$ cat src/rtl/otter_dmem_arbiter.sv
// Two-requester arbiter in front of a single-port, 1-cycle-latency data RAM.
// Issues at most one access per cycle and steers read data back to its issuer.
module otter_dmem_arbiter #(
  parameter int ADDR_W     = 32,
  parameter int DATA_W     = 32,
  parameter int FIXED_PRIO = 0
) (
  input  logic              clk,
  input  logic              rst,
  input  logic              p0_req,
  input  logic              p0_we,
  input  logic [3:0]        p0_strb,
  input  logic [ADDR_W-1:0] p0_addr,
  input  logic [DATA_W-1:0] p0_wdata,
  output logic              p0_gnt,
  output logic              p0_rvalid,
  output logic [DATA_W-1:0] p0_rdata,
  input  logic              p1_req,
  input  logic              p1_we,
  input  logic [3:0]        p1_strb,
  input  logic [ADDR_W-1:0] p1_addr,
  input  logic [DATA_W-1:0] p1_wdata,
  output logic              p1_gnt,
  output logic              p1_rvalid,
  output logic [DATA_W-1:0] p1_rdata,
  output logic              mem_en,
  output logic              mem_we,
  output logic [3:0]        mem_strb,
  output logic [ADDR_W-1:0] mem_addr,
  output logic [DATA_W-1:0] mem_wdata,
  input  logic [DATA_W-1:0] mem_rdata
);

  // Handshake: a request (req plus its we/strb/addr/wdata, held stable by the
  // requester) is consumed on the rising edge where req && gnt are both high;
  // gnt may rise in the same cycle as req. Responses (rvalid) have no ready.
  logic last_gnt;
  logic rd_pend;
  logic rd_id;

  // Grants are held off while reset is asserted.
  always_comb begin
    p0_gnt = 1'b0;
    p1_gnt = 1'b0;
    if (rst) begin
      if (p0_req && p1_req) begin
        if ((FIXED_PRIO != 0) || last_gnt) p0_gnt = 1'b1;
        else                               p1_gnt = 1'b1;
      end else begin
        p0_gnt = p0_req;
        p1_gnt = p1_req;
      end
    end
  end

  always_comb begin
    mem_en    = p0_gnt | p1_gnt;
    mem_we    = 1'b0;
    mem_strb  = 4'b0000;
    mem_addr  = '0;
    mem_wdata = '0;
    if (p0_gnt) begin
      mem_we    = p0_we;
      mem_strb  = p0_we ? p0_strb : 4'b0000;
      mem_addr  = p0_addr;
      mem_wdata = p0_wdata;
    end else if (p1_gnt) begin
      mem_we    = p1_we;
      mem_strb  = p1_we ? p1_strb : 4'b0000;
      mem_addr  = p1_addr;
      mem_wdata = p1_wdata;
    end
  end

  always_ff @(posedge clk or negedge rst) begin
    if (!rst) begin
      last_gnt <= 1'b1;
      rd_pend  <= 1'b0;
      rd_id    <= 1'b0;
    end else begin
      if (mem_en) last_gnt <= p1_gnt;
      rd_pend <= mem_en && !mem_we;
      if (mem_en && !mem_we) rd_id <= p1_gnt;
    end
  end

  // Read data is only exposed to the port whose read is completing.
  always_comb begin
    p0_rvalid = rd_pend && (rd_id == 1'b0);
    p1_rvalid = rd_pend && (rd_id == 1'b1);
    p0_rdata  = p0_rvalid ? mem_rdata : '0;
    p1_rdata  = p1_rvalid ? mem_rdata : '0;
  end

endmodule

$ cat config.mk
export PLATFORM = sky130hd
export DESIGN_NAME = otter_dmem_arbiter
export DESIGN_NICKNAME = d
export VERILOG_FILES = /design/src/rtl/otter_dmem_arbiter.sv
export SDC_FILE = /design/constraint.sdc
export NUM_CORES = 1
export LEC_CHECK = 0
export CAP_MARGIN = 20
export CORE_AREA = 2 2 121 123
export DETAILED_ROUTE_END_ITERATION = 10
export DIE_AREA = 0 0 123 125
export GPL_ROUTABILITY_DRIVEN = 0
export PLACE_DENSITY_LB_ADDON = 0.05
export SYNTH_ARGS = -nofsm -noshare
export SYNTH_HDL_FRONTEND = slang
export SYNTH_SLANG_ARGS = --single-unit
$ cat constraint.sdc
create_clock -name clk -period 3.6 [get_ports clk]
set_input_delay 0.36 -clock clk [delete_from_list [all_inputs] [get_ports clk]]
set_output_delay 0.36 -clock clk [all_outputs]
set_load 0.02 [all_outputs]
==> results of run 1 <==
## where the power goes
group / leakage [nW] / internal (mW) / switching [mW]
Combinational: 1.78 / 0.380 / 0.278
Clock: 0.0382 / 0.146 / 0.0292
Sequential: 0.0352 / 0.0397 / 0.00186
## metrics by stage
step	setup slack [ns]	hold WS (ns)	total power [mW]
2_1_floorplan	1.885	0.06441	0.3075
3_5_place_dp	0.6888	0.4795	0.7063
4_1_cts	0.6861	0.4032	0.8867
6_report	0.7349	0.3978	0.8754
5_1_grt	0.5535	0.4263	0.9217
3_3_place_gp	0.6747	0.4730	0.7095
## layout by cell type, fill, tap and decap left out
master           count
buf_4                5
inv_1                1
nor2b_1              2
dfrtp_1              2
nor3b_2              1
o31a_1               1
clkdlybuf4s50_1    311
clkbuf_16            3
nor3b_1              1
a32o_1               4
a21o_1               2
nor2_4               1
a22o_1              64
buf_12               1
clkbuf_1             1
dfstp_2              1
and2b_4              1
and2_2               1
o21bai_1             1
and2_1              33
and3_1              32
a21boi_1             1
nand2_1              1
o21a_1               2
## logic make-up (layout without fill, tap and decap cells)
| kind of cell | count (synthesis) | after routing | synth area share, % |
|---|---|---|---|
| simple gates | 73 | 73 | 34.19 |
| buf+inv | 25 | 322 | 12.13 |
| flops | 3 | 3 | 5.607 |
| compound gates | 75 | 75 | 48.07 |
## synth_stat cells
cell type	number	area, µm²
buf_6	7	78.83
and2_1	34	212.7
a21o_1	2	15.01
and3_1	32	200.2
nand2_1	1	3.750
nor3b_1	1	7.510
nor2_2	1	6.260
a21boi_1	1	7.510
dfstp_2	1	26.28
o21a_1	2	15.01
nor3b_2	1	12.51
a22o_1	64	560.5
o21bai_1	1	7.510
buf_2	6	30.03
dfrtp_1	2	50.05
buf_4	3	22.52
nor2b_1	2	12.51
o31a_1	1	8.760
and2b_4	1	10.01
inv_1	1	3.750
a32o_1	4	40.04
clkbuf_1	8	30.03
## final cells by class
class / instances / area (µm²)
Clock buffer: 4 / 78.83
Fill cell: 1475 / 9518
Inverter: 1 / 3.754
Multi-Input combinational cell: 148 / 1126
Sequential cell: 3 / 76.32
Tap cell: 184 / 230.2
Timing Repair Buffer: 317 / 3171
## layer usage
| layer | vias up | routed length [µm] | global-route usage, % |
|---|---|---|---|
| li1 | 1285 | - | - |
| met3 | 4 | 1112 | 4.106 |
| met4 | 0 | 76 | 1.136 |
| met1 | 1160 | 4097 | 14.70 |
| met2 | 154 | 5690 | 24.41 |
| met5 | - | 0 | 0 |
## critical path, delay by kind of cell
family / cells / cell delay (ns)
buf+inv: 3 / 1.55
simple gates: 1 / 0.18
compound gates: 2 / 0.40
## worst paths after layout
check | startpoint | endpoint
worst min-delay path | rst | rd_id
min in group clk | last_gnt | last_gnt
worst min register to register | last_gnt | last_gnt
worst max register to register | last_gnt | last_gnt
worst max-delay path | p1_req | mem_addr[8]
max in group asynchronous | rst | last_gnt
## flip-flops by register name, indices dropped and copies added (netlist names)
| signal | count |
|---|---|
| rd_id | 1 |
| last_gnt | 1 |
| rd_pend | 1 |
==> impl_metrics.tcl, run 1 <==
set metrics [dict create \
    fin_crit_sh_pct 79.59 \
    nNetsFinal 648 \
    drive_above_1_share_pct 2.960 \
    drv_slew 0 \
    start_util_pct 9.584 \
    grt_max_degree 66 \
    core_area_mm2 0.01420 \
    antenna_found_initial 0 \
    grt_usage_pct 13.00 \
    fmax_mhz 349.0 \
    dp.cells 653 \
    hpwlAfterDp_mm 9.122 \
    cts_tree "done" \
    end_kind "primary output" \
    max_slew_margin_pct 69.96 \
    syn_area_per_cell_um2 7.735 \
    clk_pin_slew_ns 0.03 \
    critical_path.max_stage_delay_ns 0.65 \
    io_pins 312 \
    fin_crit_ns 2.865 \
    drt_iter0_markers 55 \
    fin_skew_ns 0.0009353 \
    crit_arrival_ns 2.51 \
    detail-route-antenna-nets 0 \
    synth_seq_cells 3 \
    grt_overflow 0 \
    dieArea_mm2 0.01538 \
    hold_class "input port to async pin" \
    cts_setup_buffers 0 \
    finalNonFillerCells 657 \
    crit_top_cell "clkdlybuf4s50_1" \
    hold_viol_final 0 \
    first_pass_iters 4 \
    required_ns 3.24 \
    grt_pass1_wl_mm 15.42 \
    criticalPathCategory "input port to primary output" \
    yosysSeqAreaShare_pct 5.607 \
    port_buffers 311 \
    syn_to_final_growth_pct 244.2 \
    fin_setup_tns_ns 0 \
    ir_drop_mv 0.1833 \
    drc_errors 0 \
    clock_latency_ns 0.22 \
    cts-root-buf "clkbuf_16" \
    syn_nets 350 \
    routed_wl_mm 10.98 \
    path_max_fanout 42 \
    numCtsBuffers 3 \
    viasPerCell 3.962 \
    ys_warn_count 0 \
    synthCells 176 \
    num_vias 2603 \
    cap_violations 0 \
    clock_path_buffers 2 \
    diodes 0 \
    grt_pass1_vias 2522 \
    cts_resized 0 \
    die_w_um 123 \
    worstSetupStartpointType "input port" \
    outcome "finished clean" \
    crit_chain "clkdlybuf4s50_1 > a21boi_1 > and2_2 > buf_4 > a22o_1 > clkdlybuf4s50_1" \
    die_h_um 125 \
    placed_area_mm2 0.004607 \
    synth_area_mm2 0.001361 \
    pwr_density_cell_mw_per_mm2 186.8 \
    final_core_util_pct 32.99 \
    r2r_slack_ns 2.29 \
    ys_types 22 \
    htreeDepth 1 \
    routedWlPerCell_um 16.71 \
    ctsHoldBuffers 0 \
    cpMaxStageDelayCell "clkdlybuf4s50_1" \
    reg2regPathDepth 4 \
    fin_area_mm2 0.004686 \
    fp-row-count 44 \
    worstMarginPinSlew_ns 0.4487 \
    cts.sinks 3 \
    setup_viol 0 \
    p_leak_nw 1.854 \
    rsz0062_at_grt "false" \
]
No activity file was read; power rests on OpenSTA's default activity.
==> run 2: changes to the inputs <==
- CORE_AREA: 2 2 121 123 -> 2 2 120 122
- DIE_AREA: 0 0 123 125 -> 0 0 122 124
- clock period: 3.6 -> 2.96 ns (I/O delays scaled with it)
==> impl_metrics.tcl, run 2 (same netlist as run 1, synthesis figures left out) <==
set metrics [dict create \
    p_clk_share_pct 19.8 \
    fin_setup_tns_ns 0 \
    end_kind "primary output" \
    p_sw_uw 379.1 \
    clock_latency_ns 0.22 \
    num_vias 2625 \
    critical_path.max_stage_delay_ns 0.62 \
    cap_violations 0 \
    path_max_fanout 46 \
    setup_viol 0 \
    antenna_found_initial 0 \
    rsz0062_at_grt "false" \
    drc_errors 0 \
    numCtsBuffers 3 \
    worstSetupStartpointType "input port" \
    start_util_pct 9.922 \
    fmax_mhz 381.9 \
    cts-root-buf "clkbuf_16" \
    fin_skew_ns 0.002600 \
    grt_pass1_vias 2483 \
    sequentialPowerShare_pct 4.8 \
    outcome "finished clean" \
    htreeDepth 1 \
    criticalPathCategory "input port to primary output" \
    hold_class "input port to async pin" \
    drt_iter0_markers 46 \
    crit_chain "clkdlybuf4s50_1 > a21boi_1 > and2_2 > buf_12 > a22o_1 > clkdlybuf4s50_1" \
    routedWlPerCell_um 16.85 \
    io_pins 312 \
    fin_crit_sh_pct 88.46 \
    power_frac_comb_pct 75.4 \
    die_h_um 124 \
    final_common_cell "clkdlybuf4s50_1" \
    diodes 0 \
    fin_crit_ns 2.618 \
    crit_top_cell "clkdlybuf4s50_1" \
    first_pass_iters 4 \
    detail-route-antenna-nets 0 \
    hpwlAfterDp_mm 9.262 \
    cts_setup_buffers 0 \
    required_ns 2.66 \
    drive_above_1_share_pct 3.774 \
    die_w_um 122 \
    nNetsFinal 652 \
    p_leak_nw 1.881 \
    grt_usage_pct 12.63 \
    worstMarginPinSlew_ns 0.4425 \
    grt_max_degree 47 \
    clock_path_buffers 2 \
    pwr_density_cell_mw_per_mm2 227.1 \
    hold_viol_final 0 \
    cts_resized 0 \
    final_cell_mix "clkdlybuf4s50_1 (311), a22o_1 (64), and2_1 (33)" \
    holdWs_ns 0.3920 \
    drv_slew 0 \
    dieArea_mm2 0.01513 \
    cts.sinks 3 \
    syn_to_final_growth_pct 247.9 \
    seqCellArea_um2 76.32 \
    grt_overflow 0 \
    ir_drop_mv 0.1676 \
    multi_input_area_mm2 0.001126 \
    crit_arrival_ns 2.32 \
    cts_tree "done" \
    fp-row-count 43 \
    fill_cells 1451 \
    max_slew_margin_pct 70.41 \
    top_regs "last_gnt (1), rd_id (1), rd_pend (1)" \
    ctsHoldBuffers 0 \
    viasPerCell 3.995 \
    routed_wl_mm 11.07 \
    swShare_pct 35.24 \
    port_buffers 311 \
    cellInternalPower_uw 696.6 \
    cpMaxStageDelayCell "clkdlybuf4s50_1" \
    grt_pass1_wl_mm 14.65 \
    core_area_mm2 0.01372 \
    clk_pin_slew_ns 0.03 \
]
## run 2: cell types whose count changed in the layout (fill, tap and decap cells not counted), sizes merged
cell  before  now
buf        6   10
## run 2: routing by layer
| layer | part of all wire (%) | vias to the layer above | wire length, µm | GRT usage (%) |
|---|---|---|---|---|
| li1 | - | 1292 | - | - |
| met1 | 35 | 1172 | 3849 | 13.00 |
| met2 | 54 | 159 | 6017 | 25.21 |
| met3 | 10 | 2 | 1153 | 4.716 |
| met4 | 0.45 | 0 | 50 | 0.7902 |
| met5 | 0 | - | 0 | 0 |
## run 2: worst paths after layout
path                          start            end  slack [ns]  depth (start not counted)
setup / recovery             p1_req  mem_wdata[21]        0.34                          6
hold / removal                  rst          rd_id        0.39                          2
setup reg to reg           last_gnt          rd_id        1.69                          3
hold reg to reg            last_gnt       last_gnt        0.48                          2
max in group asynchronous       rst       last_gnt        2.37                          2
min in group clk           last_gnt       last_gnt        0.48                          2
## run 2: worst max-delay path: cells and delay by family
kind            cells  cell delay, ns
simple gates        1            0.22
compound gates      2            0.41
buf+inv             3            1.35
## run 2: stage by stage
| step | utilization, % | instances | setup WS [ns] | total power [mW] | instance area (µm²) |
|---|---|---|---|---|---|
| CTS | 34.52 | 657 | 0.3187 | 1.090 | 4736 |
| global route | 34.52 | 657 | 0.2506 | 1.135 | 4736 |
| detailed placement | 33.94 | 653 | 0.3373 | 0.8698 | 4657 |
| finish | 34.52 | 657 | 0.3416 | 1.076 | 4736 |
| floorplan | - | 176 | 1.309 | 0.3740 | 1361 |
| global placement | 33.94 | 653 | 0.3272 | 0.8758 | 4657 |
## run 2: cell type report
cell class / count / share of cell area [%]
clock buffers: 4 / 1.664
multi-input cells: 148 / 23.78
flip-flops and latches: 3 / 1.612
well taps: 180 / 4.756
repair buffers: 321 / 68.11
inverters: 1 / 0.07926
## run 2: power by group through the flow
stage                     Clock [mW]  Combinational [mW]  Sequential, mW
after floorplan                    0               0.320          0.0542
after global placement             0               0.824          0.0519
after detailed placement           0               0.818          0.0522
after CTS                      0.217               0.822          0.0517
after global routing           0.222               0.861          0.0521
final                          0.213               0.811          0.0515
==> run 3: changes to the inputs <==
- ABC_AREA: unset -> 1
- CORE_AREA: 2 2 120 122 -> 2 2 121 123
- CTS_BUF_LIST: unset -> sky130_fd_sc_hd__clkbuf_8
- DIE_AREA: 0 0 122 124 -> 0 0 123 125
==> impl_metrics.tcl, run 3 <==
set metrics [dict create \
    drive_above_1_share_pct 1.997 \
    cts.sinks 3 \
    num_vias 3053 \
    cts_resized 0 \
    synth_top_area_share_pct 55.78 \
    syn_to_final_growth_pct 232.0 \
    criticalPathCategory "input port to primary output" \
    p_leak_nw 2.248 \
    cpLargestDelayFamily "buffers and inverters" \
    worstMarginPinSlew_ns 1.025 \
    fin_crit_sh_pct 86.47 \
    p_clk_share_pct 12.4 \
    cap_violations 0 \
    fp-row-count 44 \
    grt_max_degree 66 \
    crit_arrival_ns 2.26 \
    fill_cells 1550 \
    synthCells 351 \
    drt_iter0_markers 44 \
    swShare_pct 40.13 \
    port_buffers 311 \
    synth_area_mm2 0.001440 \
    hpwlAfterDp_mm 9.000 \
    die_h_um 125 \
    cts_tree "done" \
    final_common_cell "clkdlybuf4s50_1" \
    setup_viol 0 \
    first_pass_iters 4 \
    max_slew_margin_pct 31.60 \
    sequentialPowerShare_pct 5.4 \
    top_regs "last_gnt (1), rd_id (1), rd_pend (1)" \
    p_sw_uw 382.3 \
    ctsHoldBuffers 0 \
    numCtsBuffers 3 \
    critical_path.max_stage_delay_ns 0.62 \
    grt_pass1_vias 3036 \
    power_frac_comb_pct 82.2 \
    cellInternalPower_uw 570.4 \
    fin_skew_ns 0.001261 \
    ir_drop_mv 0.06606 \
    syn_nets 525 \
    hold_viol_final 0 \
    fin_setup_tns_ns 0 \
    synth.area.top_cells "nand2_1 (56%), nor2_1 (17%), inv_1 (10%), buf_4 (5.2%), dfrtp_1 (3.5%)" \
    ys_async_sr_fraction_pct 100.0 \
    ys_types 13 \
    synth_seq_cells 3 \
    fin_crit_ns 2.560 \
    routedWlPerCell_um 12.49 \
    io_pins 312 \
    path_buf_inv 3 \
    hold_class "input port to async pin" \
    end_kind "primary output" \
    routed_wl_mm 10.43 \
    antenna_found_initial 0 \
    crit_top_cell "nand2_1" \
    grt_usage_pct 12.71 \
    worstSetupStartpointType "input port" \
    drc_errors 0 \
    clock_latency_ns 0.22 \
    synth_top_area_cell "nand2_1" \
    die_w_um 123 \
    final_core_util_pct 33.66 \
    cpMaxStageDelayCell "clkdlybuf4s50_1" \
    drv_slew 0 \
    required_ns 2.66 \
    path_max_fanout 47 \
    syn_area_per_cell_um2 4.103 \
    dieArea_mm2 0.01538 \
    grt_pass1_wl_mm 15.25 \
    clk_pin_slew_ns 0.03 \
    synth_commonest_cells "nand2_1 (214), nor2_1 (65), inv_1 (40)" \
    ys_warn_count 0 \
    htreeDepth 1 \
    clock_path_buffers 2 \
    core_area_mm2 0.01420 \
    cts-root-buf "clkbuf_8" \
    diodes 0 \
    crit_chain "clkdlybuf4s50_1 > nand2_1 > a21oi_4 > buf_12 > nand2_1 > nand2_1 > clkdlybuf4s50_1" \
    final_cell_mix "clkdlybuf4s50_1 (311), nand2_1 (214), nor2_1 (65)" \
    detail-route-antenna-nets 0 \
    outcome "finished clean" \
    pwr_density_cell_mw_per_mm2 199.3 \
    nNetsFinal 826 \
    synthFlopType "dfrtp_1" \
    grt_overflow 0 \
    cts_setup_buffers 0 \
    yosysMostFrequentCell "nand2_1" \
    start_util_pct 10.14 \
    yosysSeqAreaShare_pct 5.300 \
    rsz0062_at_grt "false" \
    fmax_mhz 390.7 \
    viasPerCell 3.656 \
    synth_edf_count 0 \
]
-- run 3: cells by family after synthesis --
kind of cell | count (synthesis) | synth area share (%)
flip-flops | 3 | 5.300
AND/OR/NAND/NOR | 283 | 74.20
AO/OA/AOI/OAI | 2 | 1.130
buffers and inverters | 63 | 19.37
-- run 3: path summary, 6_finish.rpt --
kind,start,end,slack (ns),depth (start not counted)
max in group asynchronous,rst,last_gnt,2.42,1
min reg2reg,rd_id,rd_id,0.51,2
min,rst,rd_id,0.29,1
max,rst,mem_addr[10],0.40,7
min in group clk,rd_id,rd_id,0.51,2
max reg2reg,last_gnt,rd_id,1.81,6
-- run 3: final cells by class --
class                      count  area [µm²]  share of cell area, %
timing repair buffer         316        3176                  66.42
multi-input combinational    285        1092                  22.85
tap                          184       230.2                  4.815
inverter                      43       161.4                  3.376
sequential                     3       76.32                  1.596
clock buffer                   3       41.29                 0.8636
clock inverter                 1       3.754                0.07851
-- run 3: stage by stage --
stage	power (mW)	cells	worst slack (ns)	hold WS (ns)	area, µm²
floorplan	0.3528	351	1.287	0.0004090	1440
global placement	0.8469	831	0.3555	0.5035	4736
detailed placement	0.8451	831	0.3520	0.5030	4736
CTS	0.9694	835	0.3414	0.2942	4781
global route	1.022	835	0.2289	0.3035	4781
finish	0.9528	835	0.4004	0.2922	4781
-- run 3: routing by layer --
layer,wire (µm),global-route usage (%),vias up
met4,146,2.741,0
met5,0,0,-
met1,3066,10.46,1281
li1,-,-,1596
met3,1129,3.741,9
met2,6088,27.85,167
-- run 3: power groups by stage --
stage / clock [mW] / combinational (mW) / sequential (mW)
6_report: 0.118 / 0.783 / 0.0516
5_1_grt: 0.127 / 0.843 / 0.0522
4_1_cts: 0.122 / 0.796 / 0.0518
3_5_place_dp: 0 / 0.793 / 0.0521
3_3_place_gp: 0 / 0.795 / 0.0518
2_1_floorplan: 0 / 0.303 / 0.0501
